$ cat src/rtl/uart_cmd_parser.sv
// Pops bytes from the UART RX holder and parses "$<op><hex...>CR" lines into commands.
// Byte processed the cycle after capture; CmdValid holds (and byte popping stalls) until CmdReady.
module uart_cmd_parser #(
    parameter int          ARG_DIGITS     = 8,
    parameter int          TIMEOUT_CYCLES = 1000000,
    parameter logic [7:0]  START_CHAR     = 8'h24,
    parameter logic [7:0]  END_CHAR       = 8'h0D,
    localparam int         ARG_W          = 4 * ARG_DIGITS,
    localparam int         CNT_W          = $clog2(ARG_DIGITS + 1),
    localparam int         TO_W           = $clog2(TIMEOUT_CYCLES + 1)
) (
    input  logic             Clock,
    input  logic             Reset_n,
    input  logic [7:0]       CurrentData,
    input  logic             DataAvailable,
    output logic             ClearData,
    output logic             CmdValid,
    input  logic             CmdReady,
    output logic [7:0]       CmdOp,
    output logic [ARG_W-1:0] CmdArg,
    output logic [CNT_W-1:0] CmdArgCount,
    output logic             CmdError,
    output logic [1:0]       ErrCode
);

    typedef enum logic [1:0] {IDLE, OPCODE, ARGS, HOLD} state_t;

    localparam logic [1:0] ERR_TIMEOUT  = 2'b00;
    localparam logic [1:0] ERR_OPCODE   = 2'b01;
    localparam logic [1:0] ERR_CHAR     = 2'b10;
    localparam logic [1:0] ERR_OVERFLOW = 2'b11;

    state_t          state, next_state;
    logic [7:0]      byte_q;
    logic [TO_W-1:0] timer;
    logic            capture;
    logic            running;
    logic            timeout;
    logic            err_set;
    logic [1:0]      err_code;
    logic            op_load;
    logic            arg_shift;
    logic            is_hex;
    logic [3:0]      nibble;
    logic            is_upper;

    // ClearData doubles as "byte_q holds a fresh byte to process this cycle".
    assign capture  = (state != HOLD) && DataAvailable && !ClearData;
    assign running  = (state == OPCODE) || (state == ARGS);
    assign timeout  = running && (timer == TO_W'(TIMEOUT_CYCLES - 1));
    assign is_upper = (byte_q >= 8'h41) && (byte_q <= 8'h5A);
    assign CmdValid = (state == HOLD);

    always_comb begin
        is_hex = 1'b0;
        nibble = 4'h0;
        if (byte_q >= 8'h30 && byte_q <= 8'h39) begin
            is_hex = 1'b1;
            nibble = byte_q[3:0];
        end else if ((byte_q >= 8'h41 && byte_q <= 8'h46) ||
                     (byte_q >= 8'h61 && byte_q <= 8'h66)) begin
            is_hex = 1'b1;
            nibble = byte_q[3:0] + 4'd9;
        end
    end

    always_ff @(posedge Clock) begin
        if (!Reset_n) state <= IDLE;
        else          state <= next_state;
    end

    always_comb begin
        next_state = state;
        err_set    = 1'b0;
        err_code   = ERR_TIMEOUT;
        op_load    = 1'b0;
        arg_shift  = 1'b0;
        if (timeout) begin
            err_set    = 1'b1;
            next_state = IDLE;
        end else if (state == HOLD) begin
            if (CmdReady) next_state = IDLE;
        end else if (ClearData) begin
            case (state)
                IDLE: begin
                    if (byte_q == START_CHAR) next_state = OPCODE;
                end
                OPCODE: begin
                    if (is_upper) begin
                        op_load    = 1'b1;
                        next_state = ARGS;
                    end else if (byte_q != START_CHAR) begin
                        err_set    = 1'b1;
                        err_code   = ERR_OPCODE;
                        next_state = IDLE;
                    end
                end
                ARGS: begin
                    if (is_hex) begin
                        if (CmdArgCount < CNT_W'(ARG_DIGITS)) begin
                            arg_shift = 1'b1;
                        end else begin
                            err_set    = 1'b1;
                            err_code   = ERR_OVERFLOW;
                            next_state = IDLE;
                        end
                    end else if (byte_q == END_CHAR) begin
                        next_state = HOLD;
                    end else begin
                        err_set    = 1'b1;
                        err_code   = ERR_CHAR;
                        next_state = (byte_q == START_CHAR) ? OPCODE : IDLE;
                    end
                end
                default: next_state = state;
            endcase
        end
    end

    always_ff @(posedge Clock) begin
        if (!Reset_n) begin
            ClearData   <= 1'b0;
            byte_q      <= 8'h00;
            timer       <= '0;
            CmdOp       <= 8'h00;
            CmdArg      <= '0;
            CmdArgCount <= '0;
            CmdError    <= 1'b0;
            ErrCode     <= 2'b00;
        end else begin
            ClearData <= capture;
            if (capture) byte_q <= CurrentData;
            // Any state change restarts the idle window, as does each new byte.
            if (capture || next_state != state) timer <= '0;
            else if (running)                   timer <= timer + 1'b1;
            CmdError <= err_set;
            if (err_set) ErrCode <= err_code;
            if (op_load) begin
                CmdOp       <= byte_q;
                CmdArg      <= '0;
                CmdArgCount <= '0;
            end else if (arg_shift) begin
                CmdArg      <= {CmdArg[ARG_W-5:0], nibble};
                CmdArgCount <= CmdArgCount + 1'b1;
            end
        end
    end

endmodule

$ cat config.mk
export PLATFORM = sky130hd
export DESIGN_NAME = uart_cmd_parser
export DESIGN_NICKNAME = d
export VERILOG_FILES = /design/src/rtl/uart_cmd_parser.sv
export SDC_FILE = /design/constraint.sdc
export NUM_CORES = 1
export LEC_CHECK = 0
export ABC_AREA = 1
export ABC_CLOCK_PERIOD_IN_PS = 4300
export CORE_ASPECT_RATIO = 0.7
export CORE_MARGIN = 5
export CORE_UTILIZATION = 58
export CTS_CLUSTER_DIAMETER = 120
export CTS_CLUSTER_SIZE = 14
export DETAILED_ROUTE_END_ITERATION = 8
export GPL_TIMING_DRIVEN = 0
export PLACE_DENSITY = 0.87
export RECOVER_POWER = 50
export SLEW_MARGIN = 15
export SYNTH_ARGS = -nofsm -noshare
export SYNTH_HDL_FRONTEND = slang
export SYNTH_SLANG_ARGS = --single-unit
export TNS_END_PERCENT = 10
$ cat constraint.sdc
create_clock -name Clock -period 4.3 [get_ports Clock]
set_clock_uncertainty 0.05 [all_clocks]
set_input_delay 0.86 -clock Clock [delete_from_list [all_inputs] [get_ports Clock]]
set_output_delay 0.86 -clock Clock [all_outputs]
set_load 0.01 [all_outputs]
== After elaboration in Yosys (flattened, before gate mapping) ==
Cells that the tools add are included.
W data, S select, Z words.
Cells by class
  $add $sub $neg: 3
  order comparisons: 8
  eq/ne operators: 9
  muxes and demuxes: 45
  bitwise logic cells: 1
  reductions and logical operators: 14
Operators by type and width (number)
  $mux W2: 16
  $le A8 B7 Y1 const B: 3
  $mux W1: 24
  $add A20 B1 Y20 const B: 1
  $eq A20 B20 Y1 const B: 1
  $ge A8 B7 Y1 const B: 2
  $eq A8 B4 Y1 const B: 1
  $eq A8 B6 Y1 const B: 1
  $ge A8 B6 Y1 const B: 1
  $le A8 B6 Y1 const B: 1
  $mux W4: 2
  $ne A8 B6 Y1 const B: 1
  $logic_and A1 B1 Y1: 7
  $pmux W2 S3: 1
  $add A4 B1 Y4 const B: 1
  $add A4 B4 Y4 const B: 1
  $eq A2 B2 Y1 const B: 2
  $lt A4 B4 Y1 const B: 1
  $pmux W2 S2: 1
  $reduce_or A2 Y1: 2
  $logic_or A1 B1 Y1: 3
  $eq A2 B1 Y1 const B: 1
  $logic_not A2 Y1: 1
  $ne A2 B2 Y1: 1
  other kinds (4): 4
Word-level totals
  bits in registers: 78
  input bits: 12
  output and inout bits: 49
  word-level logic and storage cells: 89

== Logic depth before layout (Yosys ltp) ==
  depth in word-level cells: 13
  depth in mapped cells: 17
  mapped depth without buffers: 16

== Worst setup path after synthesis ==
OpenSTA, ideal clock, no wires.
  kind: reg2reg
  start: register state[0]
  end: register CmdArgCount[3]
  library setup time: 127 ps
  arrival time: 1959 ps
  data required time: 4123 ps
  slack: 2164 ps
  stages on the path, launching flop included: 15
  path buffers: 2
  period minus slack after synthesis: 2136 ps
  cells stage by stage: dfxtp_1 inv_1 ha_1 buf_4 inv_2 nor2_1 nand2_1 nor2_1 nand3_1 nand2_2 nor2_2 nor2_4 inv_2 buf_2 a21oi_1
Between the ends
  elaborated cells between the ends (all ways): 14
  those cells by class: eq/ne: 3; mux: 8; reduce/logical: 3
RTL lines
  from (decl): line 33  | state_t state, next_state;
  from (signal assigned): line 69  | else state <= next_state;
  $eq A2 B1 Y1 or $eq A2 B2 Y1 (tied branches): line 49  | assign running = (state == OPCODE) || (state == ARGS);
  $logic_or A1 B1 Y1 (*): line 49
  via running: line 37  | logic running;
  $logic_and A1 B1 Y1 (*): line 50  | assign timeout = running && (timer == TO_W'(TIMEOUT_CYCLES - 1));
  $mux W1: line 78  | if (timeout) begin
  $reduce_or A2 Y1 (no line)
  to (signal assigned): line 144  | CmdArgCount <= CmdArgCount + 1'b1;
  to (decl): line 21  | output logic [CNT_W-1:0] CmdArgCount,
The timed path passes the listed nets; every way through them passes the cells marked *.
A chain may end at the register's enable or synchronous reset.

== Final worst setup path ==
Same ends and word-level chain as after synthesis.

==> load_flow_metrics.sql <==
INSERT INTO impl_metrics (metric_group, metric, value, unit) VALUES
('yosys', 'synth.area.top_cells', 'sky130_fd_sc_hd__dfxtp_1, sky130_fd_sc_hd__nand2_1, sky130_fd_sc_hd__a21oi_2', ''),
('yosys', 'synth.avg_cell_area', '7.79', 'sq um'),
('power', 'power_frac_comb', '8.1', '%'),
('job', 'max-cap-violations', '0', ''),
('die', 'pin_count', '61', ''),
('placed_design', 'dp_cells', '625', ''),
('timing', 'rsz_0062_raised_after_global_routing', 'no', ''),
('yosys', 'synth_largest_type_area_fraction', '41.1', '%'),
('cts', 'ctsRootBufferMaster', 'sky130_fd_sc_hd__clkbuf_8', ''),
('cells_and_area', 'flow.area_growth_from_synthesis', '23.5', '%'),
('worst_setup_path', 'critical_path.max_stage_delay', '460', 'ps'),
('worst_setup_path', 'r2r_slack', '1360', 'ps'),
('cts', 'worst_setup_hold_path_clk_slew', '80', 'ps'),
('timing', 'hold_violations', '0', ''),
('yosys', 'synthArstFlopShare', '0', '%'),
('die', 'dieWidth', '107', 'microns'),
('cts', 'clk_path_buf_depth', '2', ''),
('power', 'switching_share', '23.5', '%'),
('power', 'p_switching', '0.340', 'mW'),
('cells_and_area', 'non_filler_cells_in_the_finished_layout', '639', ''),
('cts', 'numClockSinks', '78', ''),
('min_path', 'hold_path_class', 'reg -> reg', ''),
('yosys', 'ys_seq_area_share', '41.1', '%'),
('placed_design', 'dp.final_hpwl', '6240', 'microns'),
('yosys', 'synth_top_cell_by_area', 'sky130_fd_sc_hd__dfxtp_1', ''),
('grt', 'grt_first_pass_wirelength', '14400', 'microns'),
('cells_and_area', 'design.final.nets', '581', ''),
('cells_and_area', 'area_taken_by_multi_input_logic_gates', '1930', 'sq um'),
('worst_setup_path', 'cp.arrival', '3160', 'ps'),
('drt', 'detailedRoute.firstPassIterationCount', '4', ''),
('drt', 'wire_per_inst', '13.0', 'microns'),
('cells_and_area', 'area.sequential', '1560', 'sq um'),
('timing', 'worst_pin_slew', '543', 'ps'),
('worst_setup_path', 'largest_delay_share_family_worst_path', 'buffers and inverters', ''),
('power', 'power.sequential.fraction', '51.1', '%'),
('cts', 'tritoncts', 'done', ''),
('die', 'initial_utilization', '60.3', '%'),
('placed_design', 'numPortBuffers', '59', ''),
('drt', 'route.detailed.drc', '0', ''),
('yosys', 'post_synth_most_frequent_cells', 'sky130_fd_sc_hd__nand2_1, sky130_fd_sc_hd__dfxtp_1, sky130_fd_sc_hd__inv_1, sky130_fd_sc_hd__nor2_1, sky130_fd_sc_hd__nand3_1', ''),
('power', 'finalPower', '1.45', 'mW'),
('cts', 'htree_levels', '3', ''),
('drt', 'drt-total-wl', '8330', 'microns'),
('worst_setup_path', 'timing.critical_path.slowest_stage_cell', 'sky130_fd_sc_hd__dfxtp_1', ''),
('timing', 'period_needed', '2940', 'ps'),
('yosys', 'synth-edff-count', '0', ''),
('drt', 'routed_via_density', '5.20', ''),
('yosys', 'mappedNetlistNets', '511', ''),
('cells_and_area', 'num_antenna_cells', '0', ''),
('worst_setup_path', 'crit_chain', 'inv_1, ha_1, clkbuf_1, inv_1, nor2_1, nand2_1, nor2_1, nand3_1, nand2_1, nor2_2, nor2_4, inv_2, buf_2, a21oi_1', ''),
('power', 'power_per_cell_area', '308', 'nW/um^2'),
('worst_setup_path', 'total_number_of_cells_along_the_worst_setup_path', '14', ''),
('grt', 'antenna_found_initial', '0', ''),
('power', 'clockPowerShare', '40.8', '%'),
('grt', 'global_route.overflow_total', '0', ''),
('run_status', 'outcome', 'completed', ''),
('cts', 'cts_setup_buffers', '0', ''),
('worst_setup_path', 'worst-path-buf-inv', '5', ''),
('drt', 'via_count', '3320', ''),
('worst_setup_path', 'timing.critical_path.to_type', 'register', ''),
('yosys', 'yosys.cell_count.top_type', 'sky130_fd_sc_hd__nand2_1', ''),
('die', 'floorplan.die.height', '77.7', 'microns'),
('timing', 'fin_tns_setup', '0', 'ps'),
('worst_setup_path', 'endpoint', 'CmdArgCount[3]', ''),
('timing', 'fmax', '0.340', 'GHz'),
('grt', 'grt_pass1_vias', '3237', ''),
('timing', 'period_utilization', '68.3', '%'),
('worst_setup_path', 'worstReg2RegStart', 'state[0]', ''),
('placed_design', 'place.gp.congestion', '0.892', ''),
('die', 'core_region_area', '6310', 'sq um'),
('die', 'num_rows', '24', '');
==> registers in the layout, indices dropped and copies added, names as in the netlist <==
signal,count
CmdArg,32
ErrCode,2
timer,20
byte_q,8
state,2
CmdArgCount,4
ClearData,1
CmdError,1
CmdOp,8
==> worst min-delay path by stage <==
stage             start       end  slack (ps)  depth (start not counted)
2_1_floorplan  CmdOp[5]  CmdOp[5]         410                          2
3_3_place_gp   CmdOp[5]  CmdOp[5]         380                          2
3_5_place_dp   CmdOp[7]  CmdOp[7]         380                          2
4_1_cts        CmdOp[7]  CmdOp[7]         390                          2
5_1_grt        CmdOp[7]  CmdOp[7]         420                          2
6_report       CmdOp[7]  CmdOp[7]         380                          2
==> layer usage <==
metal,GRT usage [%],vias to the layer above,share of wire (%)
li1,-,1697,-
met1,26.3,1527,46
met2,35.3,87,47
met3,6.22,9,5.7
met4,6.77,0,1.1
met5,0,-,0
==> worst min-delay path: stages, from the launching register on <==
cell                      delay [ps]
sky130_fd_sc_hd__dfxtp_1         310
sky130_fd_sc_hd__nand2_1          60
sky130_fd_sc_hd__nor2_1           30
==> layout by cell type (no fill, tap or decap), drive strengths merged, types with 11 or more instances in the layout <==
cell	netlist	routed
ha	11	11
a21oi	44	44
nand2	133	133
o21ai	24	24
dlygate4sd3	0	48
clkbuf	1	12
nand3	29	29
inv	44	44
nor2	65	65
buf	15	14
clkdlybuf4s50	0	11
dfxtp	78	78
==> power by group through the flow <==
stage               clock [mW]  combinational [mW]  sequential [mW]
floorplan                    0              0.0846            0.754
global placement             0               0.114            0.756
detailed placement           0               0.118            0.756
CTS                      0.600               0.118            0.739
global route             0.633               0.130            0.740
finish                   0.589               0.117            0.739
==> per-stage QoR <==
stage,util [%],worst slack (ps),cell area (sq um),hold slack (ps)
floorplan,-,2160,3800,411
global placement,71.2,1810,4490,376
detailed placement,71.2,1740,4490,377
CTS,74.5,1690,4700,391
global route,74.4,1130,4690,418
finish,74.4,1360,4690,385
==> final cells by class <==
| cell class | instances | share of cell area [%] |
|---|---|---|
| Multi-Input combinational cell | 348 | 41.2 |
| Sequential cell | 78 | 33.3 |
| Timing Repair Buffer | 59 | 12.6 |
| Inverter | 46 | 3.68 |
| Clock buffer | 10 | 2.93 |
| Buffer | 16 | 2.75 |
| Tap cell | 78 | 2.08 |
| Clock inverter | 4 | 1.55 |
==> cell families (layout without fill, tap and decap cells) <==
logic type / count (synthesis) / count (layout) / synth area share, %
simple gates: 247 / 247 / 31.2
flops: 78 / 78 / 41.1
compound gates: 71 / 71 / 11.7
buf+inv: 62 / 135 / 8.03
xor+xnor: 18 / 18 / 4.15
fa+ha+maj: 11 / 11 / 3.62
mux: 1 / 1 / 0.263
No activity file was read; power rests on OpenSTA's default activity.
